[src/rtl/universal_shift_register_pkg.sv]
// Shared definitions for the universal shift register.
//   MODE_*  : 3-bit operation codes sampled while idle
//   state_t : serialiser FSM state encoding
package shift_pkg;

  localparam logic [2:0] MODE_HOLD = 3'b000;
  localparam logic [2:0] MODE_LOAD = 3'b001;
  localparam logic [2:0] MODE_SHL  = 3'b010;
  localparam logic [2:0] MODE_SHR  = 3'b011;
  localparam logic [2:0] MODE_ROL  = 3'b100;
  localparam logic [2:0] MODE_ROR  = 3'b101;
  localparam logic [2:0] MODE_ASR  = 3'b110;
  localparam logic [2:0] MODE_CLR  = 3'b111;

  typedef enum logic {
    ST_IDLE  = 1'b0,
    ST_SHIFT = 1'b1
  } state_t;

endpackage

[src/rtl/universal_shift_register_if.sv]
// Bus bundle for the universal shift register.
//   mode/data_in/serial_in/start : producer -> register
//   data_out/serial_out/busy/done : register -> consumer
// master drives the controls, slave is the register itself.
interface usr_if #(
  parameter int WIDTH = 8
) ();

  logic [2:0]       mode;
  logic [WIDTH-1:0] data_in;
  logic             serial_in;
  logic             start;
  logic [WIDTH-1:0] data_out;
  logic             serial_out;
  logic             busy;
  logic             done;

  modport master (
    output mode, data_in, serial_in, start,
    input  data_out, serial_out, busy, done
  );

  modport slave (
    input  mode, data_in, serial_in, start,
    output data_out, serial_out, busy, done
  );

endinterface

[src/rtl/universal_shift_register_bit_counter.sv]
// Loadable down-counter used to time serialiser bursts.
//   clk, reset_n : clock, async active-low reset (clears to 0)
//   load/load_val: synchronous load, wins over dec
//   dec          : decrement by one
//   zero         : count is zero
module bit_counter #(
  parameter int WIDTH = 3
) (
  input  logic             clk,
  input  logic             reset_n,
  input  logic             load,
  input  logic [WIDTH-1:0] load_val,
  input  logic             dec,
  output logic             zero
);

  logic [WIDTH-1:0] cnt;

  always_ff @(posedge clk or negedge reset_n) begin
    if (!reset_n)  cnt <= '0;
    else if (load) cnt <= load_val;
    else if (dec)  cnt <= cnt - 1'b1;
  end

  assign zero = (cnt == '0);

endmodule

[src/rtl/universal_shift_register.sv]
// WIDTH-bit universal shift register with an LSB-first serialiser burst.
//   clk, reset_n : clock, async active-low reset (q <= RESET_VALUE)
//   bus (slave)  : mode/data_in/serial_in/start in,
//                  data_out/serial_out/busy/done out
// While idle, start loads data_in and begins a WIDTH-cycle burst that
// shifts right with serial_in fill; otherwise mode selects the operation.
module universal_shift_register
  import shift_pkg::*;
#(
  parameter int               WIDTH       = 8,
  parameter logic [WIDTH-1:0] RESET_VALUE = '0
) (
  input  logic   clk,
  input  logic   reset_n,
  usr_if.slave   bus
);

  localparam int CW = $clog2(WIDTH);

  state_t           state, state_nxt;
  logic [WIDTH-1:0] q, q_nxt;
  logic             done_q, done_nxt;
  logic             cnt_load, cnt_dec, cnt_zero;

  bit_counter #(.WIDTH(CW)) u_cnt (
    .clk      (clk),
    .reset_n  (reset_n),
    .load     (cnt_load),
    .load_val (CW'(WIDTH - 1)),
    .dec      (cnt_dec),
    .zero     (cnt_zero)
  );

  always_ff @(posedge clk or negedge reset_n) begin
    if (!reset_n) begin
      state  <= ST_IDLE;
      q      <= RESET_VALUE;
      done_q <= 1'b0;
    end else begin
      state  <= state_nxt;
      q      <= q_nxt;
      done_q <= done_nxt;
    end
  end

  always_comb begin
    state_nxt = state;
    q_nxt     = q;
    done_nxt  = 1'b0;
    cnt_load  = 1'b0;
    cnt_dec   = 1'b0;
    unique case (state)
      ST_IDLE: begin
        if (bus.start) begin
          // start beats mode
          q_nxt     = bus.data_in;
          cnt_load  = 1'b1;
          state_nxt = ST_SHIFT;
        end else begin
          unique case (bus.mode)
            MODE_HOLD: q_nxt = q;
            MODE_LOAD: q_nxt = bus.data_in;
            MODE_SHL:  q_nxt = {q[WIDTH-2:0], bus.serial_in};
            MODE_SHR:  q_nxt = {bus.serial_in, q[WIDTH-1:1]};
            MODE_ROL:  q_nxt = {q[WIDTH-2:0], q[WIDTH-1]};
            MODE_ROR:  q_nxt = {q[0], q[WIDTH-1:1]};
            MODE_ASR:  q_nxt = {q[WIDTH-1], q[WIDTH-1:1]};
            MODE_CLR:  q_nxt = '0;  // zero, not RESET_VALUE
            default:   q_nxt = q;
          endcase
        end
      end
      ST_SHIFT: begin
        // mode/start ignored here; a start mid-burst is dropped
        if (!cnt_zero) begin
          q_nxt   = {bus.serial_in, q[WIDTH-1:1]};
          cnt_dec = 1'b1;
        end else begin
          // WIDTH-1 shifts done: hold so the last bit gets its full cycle
          state_nxt = ST_IDLE;
          done_nxt  = 1'b1;
        end
      end
      default: state_nxt = ST_IDLE;
    endcase
  end

  assign bus.data_out   = q;
  assign bus.serial_out = q[0];
  assign bus.busy       = (state == ST_SHIFT);
  assign bus.done       = done_q;

endmodule

[src/flat_wrapper.sv]
// flat-port wrapper written by rule: the top's interface ports become plain ports
module universal_shift_register_flat import shift_pkg::*;
#(
  parameter int               WIDTH       = 8,
  parameter logic [WIDTH-1:0] RESET_VALUE = '0
)
  (clk, reset_n, bus_mode, bus_data_in, bus_serial_in, bus_start, bus_data_out, bus_serial_out, bus_busy, bus_done);
  usr_if #(.WIDTH(WIDTH)) bus_i ();
  input  logic clk;
  input  logic reset_n;
  input wire logic [$bits(bus_i.mode)-1:0] bus_mode;
  input wire logic [$bits(bus_i.data_in)-1:0] bus_data_in;
  input wire logic [$bits(bus_i.serial_in)-1:0] bus_serial_in;
  input wire logic [$bits(bus_i.start)-1:0] bus_start;
  output wire logic [$bits(bus_i.data_out)-1:0] bus_data_out;
  output wire logic [$bits(bus_i.serial_out)-1:0] bus_serial_out;
  output wire logic [$bits(bus_i.busy)-1:0] bus_busy;
  output wire logic [$bits(bus_i.done)-1:0] bus_done;
  assign bus_i.mode = bus_mode;
  assign bus_i.data_in = bus_data_in;
  assign bus_i.serial_in = bus_serial_in;
  assign bus_i.start = bus_start;
  assign bus_data_out = bus_i.data_out;
  assign bus_serial_out = bus_i.serial_out;
  assign bus_busy = bus_i.busy;
  assign bus_done = bus_i.done;
  universal_shift_register #(.WIDTH(WIDTH), .RESET_VALUE(RESET_VALUE)) u_core (.clk(clk), .reset_n(reset_n), .bus(bus_i));
endmodule
[config.mk]
export PLATFORM = sky130hd
export DESIGN_NAME = universal_shift_register_flat
export DESIGN_NICKNAME = d
export VERILOG_FILES = /design/src/rtl/universal_shift_register_pkg.sv /design/src/rtl/universal_shift_register_if.sv /design/src/rtl/universal_shift_register_bit_counter.sv /design/src/rtl/universal_shift_register.sv /design/src/flat_wrapper.sv
export SDC_FILE = /design/constraint.sdc
export NUM_CORES = 1
export LEC_CHECK = 0
export ABC_AREA = 1
export CAP_MARGIN = 20
export CORE_ASPECT_RATIO = 0.7
export CORE_MARGIN = 1
export CORE_UTILIZATION = 40
export CTS_BUF_LIST = sky130_fd_sc_hd__clkbuf_4 sky130_fd_sc_hd__clkbuf_8
export CTS_CLUSTER_DIAMETER = 50
export CTS_CLUSTER_SIZE = 20
export DETAILED_ROUTE_END_ITERATION = 12
export GPL_TIMING_DRIVEN = 0
export HOLD_SLACK_MARGIN = 0.03
export PLACE_DENSITY = 0.81
export SLEW_MARGIN = 20
export SYNTH_ARGS = -nofsm -noshare
export SYNTH_HDL_FRONTEND = slang
export SYNTH_SLANG_ARGS = --single-unit
[constraint.sdc]
create_clock -name clk -period 1.34 [get_ports clk]
set_clock_uncertainty 0.2 [all_clocks]
set_input_delay 0.201 -clock clk [delete_from_list [all_inputs] [get_ports clk]]
set_output_delay 0.201 -clock clk [all_outputs]
set_load 0.01 [all_outputs]
Yosys cells after proc, flatten, opt, wreduce, memory -nomap -nowiden
Index checks and enable logic that the tools add are counted.
{"block": "word_totals", "wordCells": 35, "reg_bits": 13, "output_inout_bits": 11, "input_bits": 15}
{"block": "op_classes", "bitwise": 1, "eq_ne": 10, "addsub": 1, "reduce_logical": 5, "mux": 13}
{"cell": "$pmux W8 S7", "count": 1}
{"cell": "$mux W8", "count": 2}
{"cell": "$pmux W8 S2", "count": 1}
{"cell": "$eq A3 B3 Y1 const B", "count": 4}
{"cell": "$eq A3 B2 Y1 const B", "count": 2}
{"cell": "$logic_not A3 Y1", "count": 2}
{"cell": "$mux W1", "count": 6}
{"cell": "$mux W3", "count": 2}
{"cell": "$ne A3 B3 Y1 const B", "count": 2}
{"cell": "$eq A3 B1 Y1 const B", "count": 1}
{"cell": "$reduce_and A3 Y1", "count": 1}
{"cell": "$sub A3 B1 Y3 const B", "count": 1}
{"cell": "$ne A2 B2 Y1 const B", "count": 1}
{"cell": "$pmux W1 S2", "count": 1}
{"cell": "$reduce_and A2 Y1", "count": 1}
{"cell": "$reduce_bool A2 Y1", "count": 1}
{"cell": "$not A1 Y1", "count": 1}

Longest topological paths before layout
{"block": "logic_depth", "word_depth": 5, "depth_mapped": 10}

Hierarchy
A second synthesis with hierarchy kept.
{"block": "hier_totals", "hier_cells": 145, "hier_area_um2": 1027.2}
{"module": "universal_shift_register", "area_each_um2": 837.1, "cells_each": 118, "seq_area_each_um2": 250.2, "n_inst": 1}
{"module": "bit_counter", "area_each_um2": 190.2, "cells_each": 27, "seq_area_each_um2": 75.1, "n_inst": 1}

Worst setup path before layout
OpenSTA, ideal clock, no wires.
{"block": "synth_path", "path_type": "flip-flop to flip-flop", "from": "register u_core.state (netlist: u_core.bus.busy)", "to": "register u_core.q[7] (netlist: u_core.bus.data_out[7])", "path_stages_with_launch": 10, "setup_slack_ns": -0.095, "t_arrival_ns": 1.119, "path_cell_list": "dfrtp_1 > buf_4 > nor2_2 > nand3_2 > nand2_4 > inv_6 > o21ai_2 > nor2_2 > nand2_1 > nand2_1"}
{"block": "synth_via", "elab_chain_len": 3, "word_cells_on_any_way": 6, "classes_between": "eq/ne (3); mux (1); bitwise (1); reduce/logical (1)"}
{"element": "from (decl)", "line_no": "universal_shift_register.sv:20", "rtl": "state_t state, state_nxt;"}
{"element": "from (signal assigned)", "line_no": "universal_shift_register.sv:40", "rtl": "state <= state_nxt;"}
{"element": "$not A1 Y1", "line_no": "universal_shift_register.sv:52", "rtl": "unique case (state)"}
{"element": "$ne A3 B3 Y1 (no line)"}
{"element": "$reduce_and A3 Y1 (no line)"}
{"element": "to (signal assigned)", "line_no": "universal_shift_register.sv:41", "rtl": "q <= q_nxt;"}
{"element": "to (decl)", "line_no": "universal_shift_register.sv:21", "rtl": "logic [WIDTH-1:0] q, q_nxt;"}
Several ways; a longest one is shown, not always the timed one.
A chain may end at the register's enable or synchronous reset.

Worst setup path after layout
{"block": "layout_path", "from": "register u_core.u_cnt.cnt[1]", "to": "register u_core.q[7] (netlist: u_core.bus.data_out[7])"}
{"block": "layout_via", "elab_chain_len": 3}
{"element": "from (decl)", "line_no": "universal_shift_register_bit_counter.sv:17", "rtl": "logic [WIDTH-1:0] cnt;"}
{"element": "from (signal assigned)", "line_no": "universal_shift_register_bit_counter.sv:21", "rtl": "else if (load) cnt <= load_val;"}
{"element": "from (signal assigned)", "line_no": "universal_shift_register_bit_counter.sv:22", "rtl": "else if (dec) cnt <= cnt - 1'b1;"}
{"element": "$logic_not A3 Y1", "line_no": "universal_shift_register_bit_counter.sv:25", "rtl": "assign zero = (cnt == '0);"}
{"element": "$ne A2 B2 Y1 (no line)"}
{"element": "$reduce_and A3 Y1 (no line)"}
No other way between the ends.

==> results by group <==
Run status
  • Status: complete, but fails checks
  • Failing checks: negative setup slack

Clock network
  • CTS Root Cell: clkbuf_4
  • Clk buf depth: 2
  • CTS sink cnt: 13
  • TritonCTS buffer count: 3
  • CTS tree: done
  • Clock slew at reported path FFs: 0.09 ns
  • H-tree lvl count: 1
  • Worst skew pair latency: 0.28 ns
  • Hold_buf cts: 0

Layout
  • Commonest non-fill, non-tap cells in the layout: nand3_1, buf_4, nand2_1
  • Share of layout cells above drive strength 1: 41.4%
  • Diode count: 0
  • P&R area growth vs syn: 55.3%
  • Post-route cell area: 1530 µm²
  • Final core occ: 68.3%
  • Commonest non-fill, non-tap cell in the layout: nand3_1
  • Nets@finish: 192

Yosys
  • Dominant cell type by area after synthesis: dfrtp_1
  • Library cells used by synthesis: 25
  • Synth area leaders: dfrtp_1, nand3_1, a21oi_1
  • Syn Std Cell Area: 986 µm²
  • Seq cells post-synth: 13
  • Mapped Cells: 131
  • Synthesized Nets: 148
  • Seq/Total Area, Yosys: 33.0%
  • Share of the synthesized area in the top cell type: 33.0%
  • Warnings, synthesis: 0
  • Mean Syn Cell Area: 7.53 µm²

Setup path
  • Cell mode on critical path: nand2_1
  • Cells on worst reg2reg path: 9
  • Crit-path cells: inv_2 -> ha_4 -> nand3_4 -> nand2_8 -> inv_8 -> o21ai_4 -> nor2_2 -> nand2_1 -> nand2_1
  • CP Launch Point: u_core.u_cnt.cnt[1]
  • Crit path to: u_core.bus.data_out[7]
  • CP required: 1.32 ns
  • Crit end category: flop
  • Setup crit start kind: flop
  • Arrival time at the worst endpoint: 1.46 ns
  • R2R Setup Slk: -0.13 ns
  • R2R Path End: u_core.bus.data_out[7]
  • Reg2Reg Launch Point: u_core.u_cnt.cnt[1]
  • Worst path slowest cell: dfrtp_1
  • Worst Path Max Fanout: 8
  • Slowest cell delay on critical path: 0.40 ns
  • Critical path class: flop to flop

Min path
  • Min-delay worst type: input pin to async pin

STA
  • Max transition margin: 59.6%
  • Post-Route Setup TNS: -0.659 ns
  • Crit path time final: 1.47 ns
  • Final-report hold violation count: 0
  • Max Clk Rate: 0.679 GHz
  • Pins Over Slew Limit: 0
  • Crit share post-route: 110%
  • RSZ-0062 raised after global routing: true
  • Smallest hold slack: 0.0924 ns
  • # setup viols final: 11
  • Setup WS post-layout: -0.132 ns
  • Slew @ Worst Pin: 0.604 ns

Power and ir drop
  • Leakage dissipation: 0.698 nW
  • P per Cell Area: 2110 nW/µm²
  • Max IR drop VDD: 0.00113 V

Detailed routing
  • Drt via density: 5.11
  • Wire per inst: 13.7 µm
  • DRT iter0 DRCs: 61
  • Vias after detailed routing: 1,052
  • Pre-antenna DRT Iters: 4
  • DRT antenna net count: 0
  • DRC: 0
  • Final wirelength: 2820 µm

Floorplan
  • Die span in y: 43.5 µm
  • Core area: 2240 µm²
  • Die area: 2670 µm²
  • Starting density of the core: 44.0%
  • Floorplan row count: 14
  • Die width: 61.3 µm
  • # IOs: 26

Placed design
  • Gp weighted congestion: 0.836
  • # port buffers: 23
  • Area after DPL: 1270 µm²
  • DP HPWL: 1800 µm
  • Setup slack at placement: -0.464 ns

Global routing
  • Global-route usage over all layers: 23.3%
  • Largest net degree at the start of global routing: 14
  • Initial antenna violation count: 0
  • First-pass GRT wire length: 4550 µm
  • Number of global-route vias before repair: 1,017
  • Grt ovf: 0

Flow run
  • Max-cap check violation count: 0
==> metrics by stage <==
step                      instances  power, mW
after floorplan                 131       1.65
after global placement          186       2.18
after detailed placement        186       2.23
after CTS                       204       3.02
after global routing            206       3.47
final                           206       3.24
==> per-layer routing <==
| layer | global-route usage [%] | wire length [µm] |
|---|---|---|
| met1 | 28.0 | 1190 |
| met2 | 40.2 | 1410 |
| met3 | 6.87 | 166 |
| met4 | 7.11 | 50 |
| met5 | 0 | 0 |
==> cells by family after synthesis <==
logic type / count (synthesis) / synth area share (%)
AND/OR/NAND/NOR: 66 / 37.1
AO/OA/AOI/OAI: 26 / 14.5
buffers and inverters: 24 / 12.9
flip-flops: 13 / 33.0
adder cells (fa/ha/maj): 2 / 2.54
==> cells in the mapped netlist <==
master	n
a21oi_1	13
a21oi_2	1
a31oi_1	1
buf_2	1
buf_4	2
buf_6	3
clkinv_2	1
dfrtp_1	13
ha_1	2
inv_1	14
inv_2	2
inv_6	1
nand2_1	17
nand2_2	2
nand2_4	1
nand3_1	25
nand3_2	2
nand3_4	1
nand4_1	3
nor2_1	10
nor2_2	3
nor2_8	2
o21ai_0	6
o21ai_1	3
o21ai_2	2
==> report_power, final <==
group | switching, mW | total (mW) | leakage [nW] | internal [mW]
registers | 0.119 | 0.717 | 0.151 | 0.598
clock network | 0.136 | 0.247 | 0.0177 | 0.111
logic | 1.19 | 2.27 | 0.529 | 1.08
total | 1.45 | 3.24 | 0.698 | 1.79
==> final cells by class <==
class                   instances  area [µm²]
inverters                      18        82.6
repair buffers                 38         317
repair inverters                1        6.26
multi-input cells              94         669
fillers                       205         711
well taps                      32        40.0
flip-flops and latches         13         325
clock buffers                   3        22.5
plain buffers                   6        63.8
clock inverters                 1        5.00
==> critical path: cells and delay by family (launching register included) <==
family | cells | cell delay (ns)
AOI/OAI and AO/OA | 1 | 0.06
DFF | 1 | 0.40
buffers and inverters | 2 | 0.15
and+or+nand+nor | 5 | 0.41
adders and majority gates | 1 | 0.15
==> what timing repair did <==
item / in CTS / in global routing
endpoints found under the setup margin: 22 / 22
buffers inserted: 13 / 3
gates resized for setup: 54 / 19
cloned: 1 / 0
pin swaps: 16 / 5
==> how the worst min path moves through the flow <==
stage	start	end	slack [ns]	cells past startpoint
4_1_cts	reset_n	u_core.bus.data_out[7]	0.11	1
3_3_place_gp	u_core.u_cnt.cnt[2]	u_core.u_cnt.cnt[2]	0.26	1
6_report	reset_n	u_core.bus.data_out[7]	0.09	1
3_5_place_dp	u_core.u_cnt.cnt[2]	u_core.u_cnt.cnt[2]	0.28	1
5_1_grt	reset_n	u_core.bus.data_out[7]	0.14	1
2_1_floorplan	reset_n	u_core.bus.busy	-0.29	0
==> state kept, by name (all words and copies together) (netlist names) <==
register	count
u_core.bus.busy	1
u_core.bus.data_out	8
u_core.bus.done	1
u_core.u_cnt.cnt	3
Note: power is estimated with default switching activity, not from simulation.
==> variant, RTL diff (config.mk and constraints unchanged) <==
Make the reset (`reset_n`) synchronous in 2 clocked blocks. Comments in the files are not updated.
--- a/src/rtl/universal_shift_register_bit_counter.sv
+++ b/src/rtl/universal_shift_register_bit_counter.sv
@@ -17,5 +17,5 @@
   logic [WIDTH-1:0] cnt;
 
-  always_ff @(posedge clk or negedge reset_n) begin
+  always_ff @(posedge clk) begin
     if (!reset_n)  cnt <= '0;
     else if (load) cnt <= load_val;
--- a/src/rtl/universal_shift_register.sv
+++ b/src/rtl/universal_shift_register.sv
@@ -32,5 +32,5 @@
   );
 
-  always_ff @(posedge clk or negedge reset_n) begin
+  always_ff @(posedge clk) begin
     if (!reset_n) begin
       state  <= ST_IDLE;
Formal check against the unedited RTL: differs if reset_n is asserted again (counterexample within 4 cycles, from zero or initial values and one cycle with reset_n low); with reset_n held inactive, the same outputs for 10 cycles.
==> variant against the unedited design <==
  * The flow still finishes with violations (negative setup slack)
  * Wire length increased by 11%
  * Area after synthesis shrank 4.9%
  * Design area fell by 4.1%
  * Maximum frequency increased by 1.2%
  * Critical path depth shrank 1
  * Sequential cell count unchanged
  * Setup slack improved by 0.018 ns
  * Critical path type unchanged
  * Highest routed layer unchanged
Power is not compared: it rests on default switching activity, and its combinational part moved more than twofold at a synthesized area within 25%.
==> variant: results (changes against the unedited design) <==
- The met2 capacity usage during global routing is 41.6% (+1.3 points).
- The post-route non-filler standard cell count came to 229 (+11%).
- The met2 wirelength from detailed routing came to 1490 um (+5.9%).
- The routed length on met1 is 1280 um (+7.0%).
- The number of buffers inserted by port buffering was 25 (+8.7%).
- The data arrival time of the critical path is 1.48 ns (+0.02 ns).
- The fraction of registers with async set or reset after synthesis is 0% (-100 points).
- The number of nets in the final layout is 215 (+12%).
- The met1 usage is 35.1% (+7.1 points).
- The largest net degree at the start of global routing is 11 (-3).
- The clock latency of the later-clocked register in the worst-skew pair is 0.29 ns.
- The post-place instance area is 1250 um^2 (-1.7%).
- The global-route wire length before repair is 4980 um (+9.5%).
- The setup violation total in the final timing report is 10 (-1).
- The synthesized netlist net count is 170 (+15%).
- The first-iteration detailed-routing DRC count came to 76 (+25%).
- By area the synthesized netlist is led by sky130_fd_sc_hd__dfxtp_1, sky130_fd_sc_hd__nand2_1, sky130_fd_sc_hd__nor2_1, sky130_fd_sc_hd__a21oi_2, sky130_fd_sc_hd__a21oi_1.
- The worst hold slack across all endpoints is 0.298 ns (+0.205 ns).
- The half-perimeter wire length after placement came to 1930 um (+7.4%).
- The total routing usage reported by global routing is 26.4% (+3.1 points).
- The endpoint identified for the worst register-to-register timing path is u_core.bus.data_out[2]$_SDFFE_PN0P_.
- The final reports fail on negative setup slack.
- The startpoint of the most critical register-to-register path is u_core.u_cnt.cnt[1]$_SDFFE_PN0P_.
- The aggregate negative setup slack was -0.579 ns (+0.0805 ns).
- The length of routed met3 wiring came to 309 um (+86%).
- The met3 usage in global routing came to 5.56% (-1.3 points).
- The path class of the tightest hold or removal check is primary input to register.
- The clock-pin slew on the worst setup and hold paths is 0.09 ns (about the same).
- The total instance count after detailed placement is 210 (+13%).
- The depth of the worst register-to-register path came to 8 (-1).
- The per-instance average area after synthesis came to 6.13 um^2 (-19%).
- The final setup slack of the worst path was -0.114 ns (+0.0181 ns).
- The largest fanout on the critical path is 6 (-2).
- The global placement routability congestion is 0.808 (-3.3%).
- The post-placement worst setup slack is -0.664 ns (-0.200 ns).
- The via count of the first global-routing pass is 1145 (+13%).
- The flow ran to the end, but the final reports show violations.
- The mean number of vias per cell is 5.19 (+1.7%).
- The most used flip-flop cell after synthesis is sky130_fd_sc_hd__dfxtp_1.
- The number of library cell types mapped by synthesis is 24 (-4.0%).
- The number of iterations in the first detailed-routing pass is 5 (+1).
- The transition at the pin with the smallest max-transition slack is 0.343 ns (-0.260 ns).
- The layout cell share with drive strength beyond 1 is 40.1% (-1.3 points).
==> variant: changes by cell type in the layout (fill, tap and decap cells not counted), sizes merged, moves of 3 or more <==
| cell | delta |
|---|---|
| a21oi | +4 |
| buf | -3 |
| clkdlybuf4s15 | +3 |
| dfrtp | -13 |
| dfxtp | +13 |
| inv | -7 |
| nand2 | +41 |
| nand3 | -19 |
| nor2 | +10 |
| o21ai | -9 |
==> variant: cell type report <==
type	instances	area [um^2]
Timing Repair Buffer	40	353
Clock buffer	4	30.0
Tap cell	32	40.0
Multi-Input combinational cell	123	674
Fill cell	193	703
Sequential cell	13	282
Inverter	12	47.5
Buffer	5	42.5
==> variant: power by group <==
part	internal (W)	switching (W)
clock	0.000136	0.000143
combinational	0.000298	0.000329
sequential	0.000445	0.0000578
total	0.000879	0.000529
==> variant: how the worst max path moves through the flow <==
stage	from	depth (start not counted)	end	slack, ns
6_report	u_core.u_cnt.cnt[1]$_SDFFE_PN0P_	8	u_core.bus.data_out[2]$_SDFFE_PN0P_	-0.11
5_1_grt	u_core.u_cnt.cnt[1]$_SDFFE_PN0P_	8	u_core.bus.data_out[2]$_SDFFE_PN0P_	-0.18
4_1_cts	u_core.u_cnt.cnt[1]$_SDFFE_PN0P_	8	u_core.bus.data_out[2]$_SDFFE_PN0P_	-0.06
3_5_place_dp	bus_mode[2]	8	u_core.bus.data_out[4]$_SDFFE_PN0P_	-0.66
3_3_place_gp	bus_mode[2]	8	u_core.bus.data_out[5]$_SDFFE_PN0P_	-0.61
2_1_floorplan	u_core.u_cnt.cnt[1]$_SDFFE_PN0P_	8	u_core.u_cnt.cnt[1]$_SDFFE_PN0P_	-0.03
==> variant: worst max-delay path: stages, from the launching register on <==
cell and delay, ns:
sky130_fd_sc_hd__dfxtp_2 0.35, sky130_fd_sc_hd__inv_2 0.05, sky130_fd_sc_hd__ha_4 0.16, sky130_fd_sc_hd__nand3_4 0.09, sky130_fd_sc_hd__nand2_4 0.08, sky130_fd_sc_hd__buf_4 0.14
sky130_fd_sc_hd__nor2_2 0.07, sky130_fd_sc_hd__nand2_1 0.09, sky130_fd_sc_hd__a21oi_2 0.16
==> variant: what timing repair did <==
action | CTS | global route
endpoints found under the hold margin | 0 | 0
gates cloned | 1 | 0
setup endpoints to repair | 22 | 21
setup buffers | 14 | 0
pin swaps | 10 | 10
gates resized for setup | 46 | 27
==> variant: logic make-up after synthesis <==
kind of cell | after synthesis | synth area share [%]
flip-flops | 13 | 27.8
buffers and inverters | 17 | 8.28
adder cells (fa/ha/maj) | 2 | 2.67
AO/OA/AOI/OAI | 22 | 15.8
AND/OR/NAND/NOR | 99 | 45.5
